$ cat config.mk
export PLATFORM = sky130hd
export DESIGN_NAME = alu_issue_ctrl
export DESIGN_NICKNAME = d
export VERILOG_FILES = /design/src/rtl/alu_pkg.sv /design/src/rtl/alu_op_decode.sv /design/src/rtl/alu_issue_ctrl.sv
export SDC_FILE = /design/constraint.sdc
export NUM_CORES = 1
export LEC_CHECK = 0
export BUFFER_PORTS_ARGS = -buffer_cell sky130_fd_sc_hd__buf_4
export CORE_MARGIN = 2
export CORE_UTILIZATION = 45
export CTS_CLUSTER_DIAMETER = 50
export DETAILED_ROUTE_END_ITERATION = 16
export PLACE_DENSITY_LB_ADDON = 0.15
export SYNTH_ARGS = -nofsm -noshare
export SYNTH_HDL_FRONTEND = slang
export SYNTH_SLANG_ARGS = --single-unit
$ cat constraint.sdc
create_clock -name clk -period 2.6 [get_ports clk]
set_clock_uncertainty 0.05 [all_clocks]
set_input_delay 0.13 -clock clk [delete_from_list [all_inputs] [get_ports clk]]
set_output_delay 0.13 -clock clk [all_outputs]
set_load 0.02 [all_outputs]
$ cat src/rtl/alu_pkg.sv
// Shared definitions for the ALU issue controller: ALU control codes, opcodes,
// FSM state encoding and the default datapath width.
package alu_pkg;

  localparam int unsigned WIDTH_DEF = 16;

  typedef enum logic [2:0] {
    ALU_ADD = 3'b000,
    ALU_SUB = 3'b001,
    ALU_AND = 3'b010,
    ALU_OR  = 3'b011,
    ALU_SLT = 3'b100,
    ALU_MUL = 3'b101,
    ALU_DIV = 3'b110
  } alu_ctrl_e;

  localparam logic [3:0] OP_RTYPE = 4'b0000;
  localparam logic [3:0] OP_ADDI  = 4'b0001;
  localparam logic [3:0] OP_BEQ   = 4'b0010;
  localparam logic [3:0] OP_BNE   = 4'b0011;
  localparam logic [3:0] OP_SLTI  = 4'b0100;
  localparam logic [3:0] OP_ANDI  = 4'b0101;
  localparam logic [3:0] OP_ORI   = 4'b0110;

  localparam logic [2:0] FUNCT_ILLEGAL = 3'b111;

  typedef enum logic [1:0] {
    ST_IDLE = 2'd0,
    ST_EXEC = 2'd1,
    ST_RESP = 2'd2
  } issue_state_e;

endpackage

$ cat src/rtl/alu_op_decode.sv
// Combinational opcode/funct decoder: ALU control code, operand-B source,
// branch classification and illegal-instruction flag.
module alu_op_decode
  import alu_pkg::*;
(
  input  logic [3:0] op,
  input  logic [2:0] funct,
  output alu_ctrl_e  ctrl,
  output logic       use_imm,
  output logic       is_branch,
  output logic       branch_ne,
  output logic       illegal
);

  always_comb begin
    ctrl      = ALU_ADD;
    use_imm   = 1'b0;
    is_branch = 1'b0;
    branch_ne = 1'b0;
    illegal   = 1'b0;
    case (op)
      OP_RTYPE: begin
        if (funct == FUNCT_ILLEGAL) begin
          illegal = 1'b1;
        end else begin
          ctrl = alu_ctrl_e'(funct);
        end
      end
      OP_ADDI: begin
        ctrl    = ALU_ADD;
        use_imm = 1'b1;
      end
      OP_BEQ: begin
        ctrl      = ALU_SUB;
        is_branch = 1'b1;
      end
      OP_BNE: begin
        ctrl      = ALU_SUB;
        is_branch = 1'b1;
        branch_ne = 1'b1;
      end
      OP_SLTI: begin
        ctrl    = ALU_SLT;
        use_imm = 1'b1;
      end
      OP_ANDI: begin
        ctrl    = ALU_AND;
        use_imm = 1'b1;
      end
      OP_ORI: begin
        ctrl    = ALU_OR;
        use_imm = 1'b1;
      end
      default: illegal = 1'b1;
    endcase
  end

endmodule

$ cat src/rtl/alu_issue_ctrl.sv
// Multi-cycle issue controller: accepts one decoded request, drives the
// combinational ALU for one cycle, and returns the captured result.
module alu_issue_ctrl
  import alu_pkg::*;
#(
  parameter int unsigned WIDTH      = WIDTH_DEF,
  parameter bit          CHECK_DIV0 = 1'b1
) (
  input  logic             clk,
  input  logic             reset,
  input  logic             req_valid,
  output logic             req_ready,
  input  logic [3:0]       req_op,
  input  logic [2:0]       req_funct,
  input  logic [WIDTH-1:0] req_a,
  input  logic [WIDTH-1:0] req_b,
  input  logic [WIDTH-1:0] req_imm,
  output logic [2:0]       alu_ctrl,
  output logic [WIDTH-1:0] alu_a,
  output logic [WIDTH-1:0] alu_b,
  input  logic [WIDTH-1:0] alu_result,
  output logic             rsp_valid,
  input  logic             rsp_ready,
  output logic [WIDTH-1:0] rsp_result,
  output logic             rsp_zero,
  output logic             rsp_taken,
  output logic             rsp_err
);

  issue_state_e     state_q, state_d;
  alu_ctrl_e        alu_ctrl_q, alu_ctrl_d;
  logic [WIDTH-1:0] alu_a_q, alu_a_d;
  logic [WIDTH-1:0] alu_b_q, alu_b_d;
  logic             is_branch_q, is_branch_d;
  logic             branch_ne_q, branch_ne_d;
  logic [WIDTH-1:0] rsp_result_q, rsp_result_d;
  logic             rsp_zero_q, rsp_zero_d;
  logic             rsp_taken_q, rsp_taken_d;
  logic             rsp_err_q, rsp_err_d;

  alu_ctrl_e        dec_ctrl;
  logic             dec_use_imm;
  logic             dec_is_branch;
  logic             dec_branch_ne;
  logic             dec_illegal;
  logic [WIDTH-1:0] b_sel;
  logic             div0;
  logic             res_zero;

  alu_op_decode u_decode (
    .op        (req_op),
    .funct     (req_funct),
    .ctrl      (dec_ctrl),
    .use_imm   (dec_use_imm),
    .is_branch (dec_is_branch),
    .branch_ne (dec_branch_ne),
    .illegal   (dec_illegal)
  );

  assign b_sel    = dec_use_imm ? req_imm : req_b;
  assign div0     = CHECK_DIV0 && (dec_ctrl == ALU_DIV) && (b_sel == '0);
  assign res_zero = (alu_result == '0);

  always_comb begin
    state_d      = state_q;
    alu_ctrl_d   = alu_ctrl_q;
    alu_a_d      = alu_a_q;
    alu_b_d      = alu_b_q;
    is_branch_d  = is_branch_q;
    branch_ne_d  = branch_ne_q;
    rsp_result_d = rsp_result_q;
    rsp_zero_d   = rsp_zero_q;
    rsp_taken_d  = rsp_taken_q;
    rsp_err_d    = rsp_err_q;
    case (state_q)
      ST_IDLE: begin
        if (req_valid) begin
          // Rejected requests never touch alu_* so the ALU inputs stay quiet.
          if (dec_illegal || div0) begin
            rsp_result_d = '0;
            rsp_zero_d   = 1'b0;
            rsp_taken_d  = 1'b0;
            rsp_err_d    = 1'b1;
            state_d      = ST_RESP;
          end else begin
            alu_ctrl_d  = dec_ctrl;
            alu_a_d     = req_a;
            alu_b_d     = b_sel;
            is_branch_d = dec_is_branch;
            branch_ne_d = dec_branch_ne;
            state_d     = ST_EXEC;
          end
        end
      end
      ST_EXEC: begin
        rsp_result_d = alu_result;
        rsp_zero_d   = res_zero;
        rsp_taken_d  = is_branch_q && (branch_ne_q ? !res_zero : res_zero);
        rsp_err_d    = 1'b0;
        state_d      = ST_RESP;
      end
      ST_RESP: begin
        if (rsp_ready) begin
          state_d = ST_IDLE;
        end
      end
      default: state_d = ST_IDLE;
    endcase
  end

  always_ff @(posedge clk) begin
    if (reset) begin
      state_q      <= ST_IDLE;
      alu_ctrl_q   <= ALU_ADD;
      alu_a_q      <= '0;
      alu_b_q      <= '0;
      is_branch_q  <= 1'b0;
      branch_ne_q  <= 1'b0;
      rsp_result_q <= '0;
      rsp_zero_q   <= 1'b0;
      rsp_taken_q  <= 1'b0;
      rsp_err_q    <= 1'b0;
    end else begin
      state_q      <= state_d;
      alu_ctrl_q   <= alu_ctrl_d;
      alu_a_q      <= alu_a_d;
      alu_b_q      <= alu_b_d;
      is_branch_q  <= is_branch_d;
      branch_ne_q  <= branch_ne_d;
      rsp_result_q <= rsp_result_d;
      rsp_zero_q   <= rsp_zero_d;
      rsp_taken_q  <= rsp_taken_d;
      rsp_err_q    <= rsp_err_d;
    end
  end

  // Gated by reset so no request can be accepted while reset is held.
  assign req_ready  = (state_q == ST_IDLE) && !reset;
  assign rsp_valid  = (state_q == ST_RESP);
  assign alu_ctrl   = alu_ctrl_q;
  assign alu_a      = alu_a_q;
  assign alu_b      = alu_b_q;
  assign rsp_result = rsp_result_q;
  assign rsp_zero   = rsp_zero_q;
  assign rsp_taken  = rsp_taken_q;
  assign rsp_err    = rsp_err_q;

endmodule
=== Word-level counts from Yosys, hierarchy flattened ===
Cells that the tools add are included.

* Equal/unequal tests: 13
* Reduce and logical (&&, ||, !) cells: 17
* Bitwise gates (word level): 1
* Muxes and demuxes: 23

{| class="wikitable"
|+ Operator list
! cell !! count
|-
| $mux W16 || 3
|-
| $logic_not A16 Y1 || 2
|-
| $pmux W16 S2 || 1
|-
| $pmux W3 S5 || 1
|-
| $eq A4 B3 Y1 const B || 3
|-
| $mux W1 || 9
|-
| $eq A4 B2 Y1 const B || 2
|-
| $pmux W1 S2 || 4
|-
| $eq A3 B3 Y1 const B || 2
|-
| $mux W2 || 3
|-
| $pmux W2 S3 || 1
|-
| $reduce_and A3 Y1 || 2
|-
| $reduce_or A6 Y1 || 1
|-
| $eq A4 B1 Y1 const B || 1
|-
| $logic_not A4 Y1 || 1
|-
| $ne A2 B2 Y1 const B || 2
|-
| $reduce_or A4 Y1 || 1
|-
| $logic_and A1 B1 Y1 || 3
|-
| $mux W3 || 1
|-
| $eq A2 B1 Y1 const B || 1
|-
| $eq A2 B2 Y1 const B || 1
|-
| $logic_not A1 Y1 || 2
|-
| $logic_not A2 Y1 || 1
|-
| $ne A2 B1 Y1 const B || 1
|-
| 5 further kinds || 5
|}

* Flip-flop bits (word level): 58
* Output and inout port bits: 56

=== Longest topological paths before layout ===
Gate-level depths: netlist of run 1.

* Depth in word-level cells: 10
* Gate-level depth with buffers: 8
* Gate-level depth less buffers: 5

=== By module ===
From an unflattened synthesis of run 1, not the netlist that was laid out.

* Cells, all modules: 275
* Area total of the unflattened synthesis: 2549.9 um2

{| class="wikitable"
|+ By module, submodules not included
! module !! seq. area each (um2) !! area each (um2) !! cells each !! times used
|-
| alu_issue_ctrl || 1161.1 || 2431.1 || 255 || 1
|-
| alu_op_decode || 0.0 || 118.9 || 20 || 1
|}

=== Worst setup path before layout of run 1 ===
OpenSTA, ideal clock, no wires.

* Path type: input port to flip-flop
* From: in req_op[1]
* To: reg rsp_result_q[0] (netlist: rsp_result[0])
* Data required time: 2433 ps
* Slack: 707 ps
* Arrival time: 1727 ps
* Buffers on the path: 2
* Stages on the path: 6
* Cells stage by stage: buf_6 > or4_4 > o41ai_4 > a211oi_4 > buf_6 > a22o_1

* Word-level cells in the longest chain between the ends: 9

{| class="wikitable"
|+ Ends and longest elaborated chain
! item !! line !! source
|-
| from (decl) || alu_issue_ctrl.sv:13 || <nowiki>input logic [3:0] req_op,</nowiki>
|-
| $eq A4 B1 Y1 or $eq A4 B3 Y1 (tied branches) || alu_op_decode.sv:21 || <nowiki>case (op)</nowiki>
|-
| $reduce_or A4 Y1 (no source line) || - ||
|-
| $mux W1 || alu_op_decode.sv:21 ||
|-
| $mux W16 || alu_issue_ctrl.sv:60 || <nowiki>assign b_sel = dec_use_imm ? req_imm : req_b;</nowiki>
|-
| $logic_not A16 Y1 || alu_issue_ctrl.sv:61 || <nowiki>assign div0 = CHECK_DIV0 && (dec_ctrl == ALU_DIV) && (b_sel == '0);</nowiki>
|-
| $logic_and A1 B1 Y1 || alu_issue_ctrl.sv:61 ||
|-
| $logic_or A1 B1 Y1 (*) || alu_issue_ctrl.sv:79 || <nowiki>if (dec_illegal || div0) begin</nowiki>
|-
| $ne A2 B2 Y1 (no source line) (*) || - ||
|-
| $reduce_and A3 Y1 (no source line) (*) || - ||
|-
| to (signal assigned) || alu_issue_ctrl.sv:130 || <nowiki>rsp_result_q <= rsp_result_d;</nowiki>
|-
| to (decl) || alu_issue_ctrl.sv:36 || <nowiki>logic [WIDTH-1:0] rsp_result_q, rsp_result_d;</nowiki>
|}

Mark *: on every way between the ends. The rest lies on a longest branch, timed or not.
A chain may end at the register's enable or synchronous reset.

=== Worst setup path in the final report of run 1 ===
* From: reg state_q[1]
* To: reg alu_b_q[0] (netlist: alu_b[0])

* Word-level cells in the longest chain between the ends: 2

{| class="wikitable"
|+ Ends and longest elaborated chain
! item !! line !! source
|-
| from (decl) || alu_issue_ctrl.sv:30 || <nowiki>issue_state_e state_q, state_d;</nowiki>
|-
| from (signal assigned) || alu_issue_ctrl.sv:124 || <nowiki>state_q <= state_d;</nowiki>
|-
| $logic_not A2 Y1 || alu_issue_ctrl.sv:75 || <nowiki>case (state_q)</nowiki>
|-
| $reduce_and A3 Y1 (no source line) || - ||
|-
| to (signal assigned) || alu_issue_ctrl.sv:127 || <nowiki>alu_b_q <= alu_b_d;</nowiki>
|-
| to (decl) || alu_issue_ctrl.sv:33 || <nowiki>logic [WIDTH-1:0] alu_b_q, alu_b_d;</nowiki>
|}

Every way passes these cells.

==> run summary, run 1 <==
Clock buffer count from CTS = 9
Yosys cell types = 43
Seq/Total Area, Yosys = 46.3%
Unrepaired setup endpoints after global routing = no
Hold path start = req_a[5]
Antenna cells = 0
CP Capture Type = flop
Worst R2R End = alu_b[0]
Share of cells above drive strength 1 = 40.9%
HPWL reported at the end of detailed placement = 4850 microns
Crit path DAT = 2.09 ns
Async SR Flop Fraction = 0%
Worst path required time = 2.77 ns
Peak Freq = 521 MHz
Top_reg_cell synth = dfxtp_1
Hold Vio Cnt, Final = 0
Initial antenna violation count = 0
Average size of a mapped cell = 9.53 sq um
Vias = 2552
First-pass GRT wire length = 11400 microns
Final setup violation count = 0
Largest net degree at the start of global routing = 45
Yosys top cell area share = 46.3%
Htree depth = 3
Row count = 27
Crit path max fanout = 34
Final ANT Viol Nets = 0
YS warnings = 0
Static leakage = 1.63 nW
Post-synth net total = 338
Full die area = 0.00618 sq mm
TritonRoute pass-1 iters = 4
Hold EP = alu_a[5]
Placer Congestion = 0.731
Number of global-route vias before repair = 2503
Worst-case clock buffer depth = 2
Cell Area, Synth = 0.00251 sq mm
Worst vdd ir = 0.000438 V
Gate Count Post-Synth = 263
Startpoint types = flop
Remaining global-route overflow = 0
CTS tree = built
Initial core utilization = 46.1%
DR iter-0 viols = 109
DRC = 0
Post-synth EDFFs = 0
Status = finished, final reports clean
Pwr per Cell Area = 559 mW/mm^2
Slew Limit Headroom = 52.2%
Overall Global Routing Usage = 23.6%
Top post-synthesis cells by area = dfxtp_1, a21oi_1, mux2i_1, a211oi_1, o21ai_0
WL/cell = 14.8 microns
Dpl cell area = 0.00351 sq mm
Clk root buf = clkbuf_8
Cells resized by post-CTS repair = 0
Worst Hold Class = in -> reg
Postcts setup bufs = 0
Die Width = 78.6 microns
Worst-Margin Slew = 0.715 ns
RR Startpoint = state_q[1]
Finished Cell Area = 0.00385 sq mm
Area of the core = 0.00544 sq mm
Hold path depth = 3
Num Clock Sinks = 58
WS Path Type = reg -> reg
Final Max Tran Viols = 0
R2R cell count = 4
Total Wirelength = 7070 microns
Tcrit/Tclk final = 73.8%
Min Tclk post-route = 1.92 ns
Port Buffers = 130
Total of max-cap violations = 0
Die height = 78.6 microns
Total negative slack = 0 ns
Clock-pin slew on the worst setup and hold paths = 0.06 ns
Vias per cell = 5.34
Clock Latency Late Sink = 0.32 ns
Synth area leader = dfxtp_1
Flops & latches, synth = 58
Reg2reg setup slack = 0.68 ns
Area growth from synthesis to layout = 53.7%
Boundary pin count = 131
Final #Nets = 477
Cts hold-fix bufs = 16
## worst max-delay path, cell delays in order (launching register included)
cell	delay [ns]
dfxtp_1	0.34
and2b_1	0.35
o311a_2	0.67
a21oi_1	0.15
a211oi_1	0.26
## layout by cell type (no fill, tap or decap), types with 2 or more instances in the layout
master / Yosys / layout
clkinv_2: 0 / 2
nand3_1: 19 / 19
nor4_1: 9 / 9
buf_4: 0 / 136
a22o_1: 10 / 10
dfxtp_1: 58 / 58
nor3_1: 4 / 3
mux2i_1: 17 / 17
dlygate4sd3_1: 0 / 16
a21oi_1: 37 / 37
o21ai_0: 21 / 21
a22o_2: 7 / 7
clkbuf_8: 0 / 10
nor2_1: 4 / 4
clkbuf_1: 11 / 2
nand2_1: 8 / 8
inv_1: 3 / 3
a211oi_1: 17 / 17
## power by group
part / switching, mW / leakage (nW) / internal [mW]
Sequential: 0.0248 / 0.472 / 0.931
Combinational: 0.206 / 1.07 / 0.206
Clock: 0.327 / 0.0962 / 0.461
Total: 0.557 / 1.63 / 1.60
## registers in the layout, indices dropped and copies added, names as in the netlist
register	flops
rsp_taken	1
alu_ctrl	3
rsp_result	16
alu_a	16
rsp_zero	1
branch_ne_q	1
rsp_err	1
state_q	2
is_branch_q	1
alu_b	16
## cells by family (layout without fill, tap and decap cells)
group / after synthesis / in the layout / synth area share (%)
muxes: 17 / 17 / 6.79
AOI/OAI and AO/OA: 104 / 104 / 29.3
DFF: 58 / 58 / 46.3
xor gates and xnor gates: 1 / 1 / 0.350
and+or+nand+nor: 55 / 55 / 12.0
buffers and inverters: 28 / 171 / 5.24
## per-layer routing
| metal | vias to the layer above | routed length [microns] | track usage, % |
|---|---|---|---|
| met4 | 0 | 123 | 10.4 |
| met2 | 109 | 3500 | 40.5 |
| met5 | - | 0 | 0 |
| li1 | 1274 | - | - |
| met3 | 11 | 502 | 5.98 |
| met1 | 1158 | 2940 | 27.7 |
## cells in the mapped netlist (2+ instances only)
master	number
a22o_2	7
a211oi_1	17
nand3_1	19
buf_1	2
inv_1	3
nor3_1	4
nor2_1	4
a21oi_1	37
clkbuf_1	11
buf_6	2
a22o_1	10
nor4_1	9
o21ai_0	21
nand2_1	8
buf_2	8
mux2i_1	17
dfxtp_1	58
## area by class of cell
class                           count  area [sq um]
Sequential cell                    58          1160
Multi-Input combinational cell    177          1220
Fill cell                         437          1590
Tap cell                           72          90.1
Inverter                            4          15.0
Timing Repair Buffer              152          1180
Clock inverter                      3          40.0
Clock buffer                       12           145
## worst max path at each step
stage | end | startpoint | slack, ns
final | alu_b[0] | state_q[1] | 0.68
after global routing | alu_b[10] | state_q[1] | 0.49
after CTS | alu_b[10] | state_q[1] | 0.65
after detailed placement | alu_b[15] | req_op[1] | 0.56
after global placement | rsp_zero | req_op[1] | 0.57
after floorplan | rsp_result[0] | req_op[1] | 0.71
## per-stage QoR
step	instances	worst slack [ns]	hold WS [ns]	total power, mW	util, %
6_report	478	0.680	0.0254	2.15	70.8
5_1_grt	478	0.491	0.0221	2.25	70.8
4_1_cts	478	0.648	0.0187	2.17	70.8
3_5_place_dp	447	0.555	0.313	1.37	64.5
3_3_place_gp	447	0.568	0.309	1.36	64.5
2_1_floorplan	263	0.707	0.213	1.18	-
Power figures use the tool's default switching activity.
==> run 2: changes to the inputs <==
ABC_AREA = 1   (was unset)
CORE_UTILIZATION = 47   (was 45)
clock period = 1.9 ns   (was 2.6 ns; I/O delays follow)
==> run 2 against run 1 <==
Worst hold slack got worse by 0.0016 ns. Sequential share of layout area fell by 3.3 points. Synthesized cell count rose by 65%. Utilization rose by 1.9 points. First-iteration DRC count rose by 31%. Final cell count rose by 39%. Wire length rose by 27%. Highest routed layer unchanged.
==> run summary, run 2 <==
Synth area leader = dfxtp_1 (unchanged)
Remaining global-route overflow = 0 (unchanged)
Worst-Margin Slew = 0.584 ns (was 0.715 ns)
Boundary pin count = 131 (unchanged)
Die Width = 82.5 microns (was 78.6 microns)
Top post-synthesis cells by area = dfxtp_1, nand2_1, a21oi_1, nand4_1, nor2_1 (was dfxtp_1, a21oi_1, mux2i_1, a211oi_1, o21ai_0)
Tcrit/Tclk final = 86.5%
YS warnings = 0 (unchanged)
Reg power frac = 42.8% (was 44.4%)
DR iter-0 viols = 143 (was 109)
DRC = 0 (unchanged)
Full die area = 0.00681 sq mm (was 0.00618 sq mm)
Slowest cell on crit path = nand2_2 (was o311a_2)
Most numerous cell in the Yosys netlist = nand2_1 (was dfxtp_1)
Htree depth = 3 (unchanged)
Min Tclk post-route = 1.64 ns
Startpoint types = input port (was flop)
Final ANT Viol Nets = 0 (unchanged)
Hold Vio Cnt, Final = 0 (unchanged)
Clock-pin slew on the worst setup and hold paths = 0.07 ns (was 0.06 ns)
Switching share of power = 31.9% (was 25.9%)
Cell depth of the worst setup path = 16 (was 4)
Status = finished, final reports clean (unchanged)
Final Core Density = 72.7% (was 70.8%)
Vias per cell = 5.23 (was 5.34)
Metal3 WL = 629 microns (was 502 microns)
Gate Count Post-Synth = 433 (was 263)
Top cell by count, worst path = nand2_1
Dpl cell area = 0.00400 sq mm (was 0.00351 sq mm)
Static leakage = 2.10 nW (was 1.63 nW)
Total of max-cap violations = 0 (unchanged)
Largest net degree at the start of global routing = 39 (was 45)
Reg2reg setup slack = 0.37 ns (was 0.68 ns)
Peak Freq = 609 MHz
CP bufs+invs = 2 (was 0)
Flops & latches, synth = 58 (unchanged)
Placer Congestion = 0.852 (was 0.731)
Overall Global Routing Usage = 26.3% (was 23.6%)
Commonest cells post-synth = nand2_1, nor2_1, dfxtp_1 (was dfxtp_1, a21oi_1, o21ai_0)
Cell Area, Synth = 0.00290 sq mm (was 0.00251 sq mm)
Clock buffer count from CTS = 9 (unchanged)
Row count = 28 (was 27)
Design Power = 3.11 mW (was 2.15 mW)
Total negative slack = 0 ns (unchanged)
Area growth from synthesis to layout = 49.4% (was 53.7%)
Clk root buf = clkbuf_8 (unchanged)
Worst Hold Class = in -> reg (unchanged)
Total Wirelength = 8940 microns (was 7070 microns)
Antenna cells = 0 (unchanged)
Area of the core = 0.00596 sq mm (was 0.00544 sq mm)
Num Clock Sinks = 58 (unchanged)
WL/cell = 13.5 microns (was 14.8 microns)
Initial antenna violation count = 0 (unchanged)
Share of cells above drive strength 1 = 31.0% (was 40.9%)
Yosys top cell area share = 40.1% (was 46.3%)
Gate power share = 25.4% (was 19.1%)
Crit path DAT = 1.86 ns (was 2.09 ns)
Hold path depth = 3 (unchanged)
Pwr per Cell Area = 718 mW/mm^2 (was 559 mW/mm^2)
Post-synth net total = 508 (was 338)
CP Capture Type = flop (unchanged)
TritonRoute pass-1 iters = 5 (was 4)
Post-synth EDFFs = 0 (unchanged)
Number of global-route vias before repair = 3166 (was 2503)
Async SR Flop Fraction = 0% (unchanged)
Cells resized by post-CTS repair = 0 (unchanged)
Clock Latency Late Sink = 0.33 ns (was 0.32 ns)
Port Buffers = 130 (unchanged)
Clock power share = 31.7% (was 36.5%)
CP peak stage delay = 0.21 ns (was 0.67 ns)
Worst path required time = 2.11 ns (was 2.77 ns)
P_sw = 993 uW (was 557 uW)
HPWL reported at the end of detailed placement = 6080 microns (was 4850 microns)
Crit path max fanout = 20 (was 34)
Top_reg_cell synth = dfxtp_1 (unchanged)
Wl on met1 = 3520 microns (was 2940 microns)
Critical path, cell by cell = buf_4 -> inv_2 -> nand2_2 -> nand2_4 -> nand2_1 -> nand2_1 -> nand2_1 -> nor2_1 -> nand2_1 -> nor2_1 -> nand3_4 -> nand3_4 -> nand2_2 -> nand2_1 -> nand2_1 -> nor2_1 (was and2b_1 -> o311a_2 -> a21oi_1 -> a211oi_1)
Fillers = 515 (was 437)
First-pass GRT wire length = 14000 microns (was 11400 microns)
Finished Cell Area = 0.00433 sq mm (was 0.00385 sq mm)
Worst vdd ir = 0.000543 V (was 0.000438 V)
Final #Nets = 658 (was 477)
Vias = 3470 (was 2552)
R2R cell count = 6 (was 4)
Top sig layer = met4 (unchanged)
Final setup violation count = 0 (unchanged)
Initial core utilization = 48.7% (was 46.1%)
Unrepaired setup endpoints after global routing = no (unchanged)
Yosys cell types = 26 (was 43)
Commonest non-fill, non-tap cells in the layout = buf_4, nand2_1, nor2_1, dfxtp_1, a21oi_1 (was buf_4, dfxtp_1, a21oi_1, o21ai_0, nand3_1)
Seq/Total Area, Yosys = 40.1% (was 46.3%)
Worst-case clock buffer depth = 2 (unchanged)
Average size of a mapped cell = 6.69 sq um (was 9.53 sq um)
Power Internal = 2.12 mW (was 1.60 mW)
Worst hold slack = 0.0237 ns (was 0.0254 ns)
DR WL met2 = 4630 microns (was 3500 microns)
Final Max Tran Viols = 0 (unchanged)
Slew Limit Headroom = 61.0% (was 52.2%)
Commonest non-fill, non-tap cell in the layout = buf_4 (unchanged)
WS Path Type = in -> reg (was reg -> reg)
CTS tree = built (unchanged)
CP top delay family = simple AND/OR/NAND/NOR gates (was compound AO/OA/AOI/OAI gates)
Die height = 82.5 microns (was 78.6 microns)
==> run 2: path summary, 6_finish.rpt <==
| kind | end | start |
|---|---|---|
| hold / removal | alu_a[12] | req_a[12] |
| hold reg to reg | rsp_err | rsp_err |
| setup / recovery | rsp_result[3] | req_op[0] |
| setup reg to reg | alu_a[12] | state_q[0] |
==> run 2: kinds of logic (layout without fill, tap and decap cells) <==
kind of cell / count (synthesis) / after routing / share of synthesized area, %
DFF: 58 / 58 / 40.1
AOI/OAI and AO/OA: 55 / 55 / 9.76
and+or+nand+nor: 255 / 255 / 39.9
xor gates and xnor gates: 1 / 1 / 0.302
buffers and inverters: 64 / 219 / 10.0
==> run 2: stage by stage <==
stage / std cells / worst slack [ns]
global route: 663 / 0.00185
finish: 663 / 0.257
detailed placement: 631 / -0.0979
CTS: 663 / 0.243
global placement: 631 / -0.0516
floorplan: 433 / 0.207
==> run 2: layout make-up <==
type	count	area, sq um	share of cell area, %
clock inverter	7	46.3	1.07
timing repair buffer	167	1320	30.5
tap	75	93.8	2.17
clock buffer	9	124	2.86
multi-input combinational	311	1450	33.5
sequential	58	1160	26.8
inverter	36	135	3.12
==> run 2: power groups by stage <==
stage | clock network [mW] | logic, mW | registers, mW
6_report | 0.986 | 0.791 | 1.33
5_1_grt | 1.06 | 0.865 | 1.34
4_1_cts | 0.997 | 0.787 | 1.33
3_5_place_dp | 0 | 0.757 | 1.36
3_3_place_gp | 0 | 0.745 | 1.35
2_1_floorplan | 0 | 0.335 | 1.44
==> run 2: tightest hold or removal path: cells and delay by family <==
| family | cells | cell delay (ns) |
|---|---|---|
| buffers and inverters | 1 | 0.11 |
| AND/OR/NAND/NOR | 1 | 0.08 |
| AO/OA/AOI/OAI | 1 | 0.07 |
==> run 2: what timing repair did <==
| action | 4_1_cts | 5_1_grt |
|---|---|---|
| setup buffers | 0 | 0 |
| hold endpoints to repair | 16 | 0 |
| hold buffers | 16 | 0 |
==> run 2: routing by layer <==
| metal | vias up | track usage [%] |
|---|---|---|
| met4 | 0 | 10.3 |
| met5 | - | 0 |
| met2 | 135 | 46.7 |
| met1 | 1590 | 30.6 |
| met3 | 20 | 5.87 |
| li1 | 1725 | - |
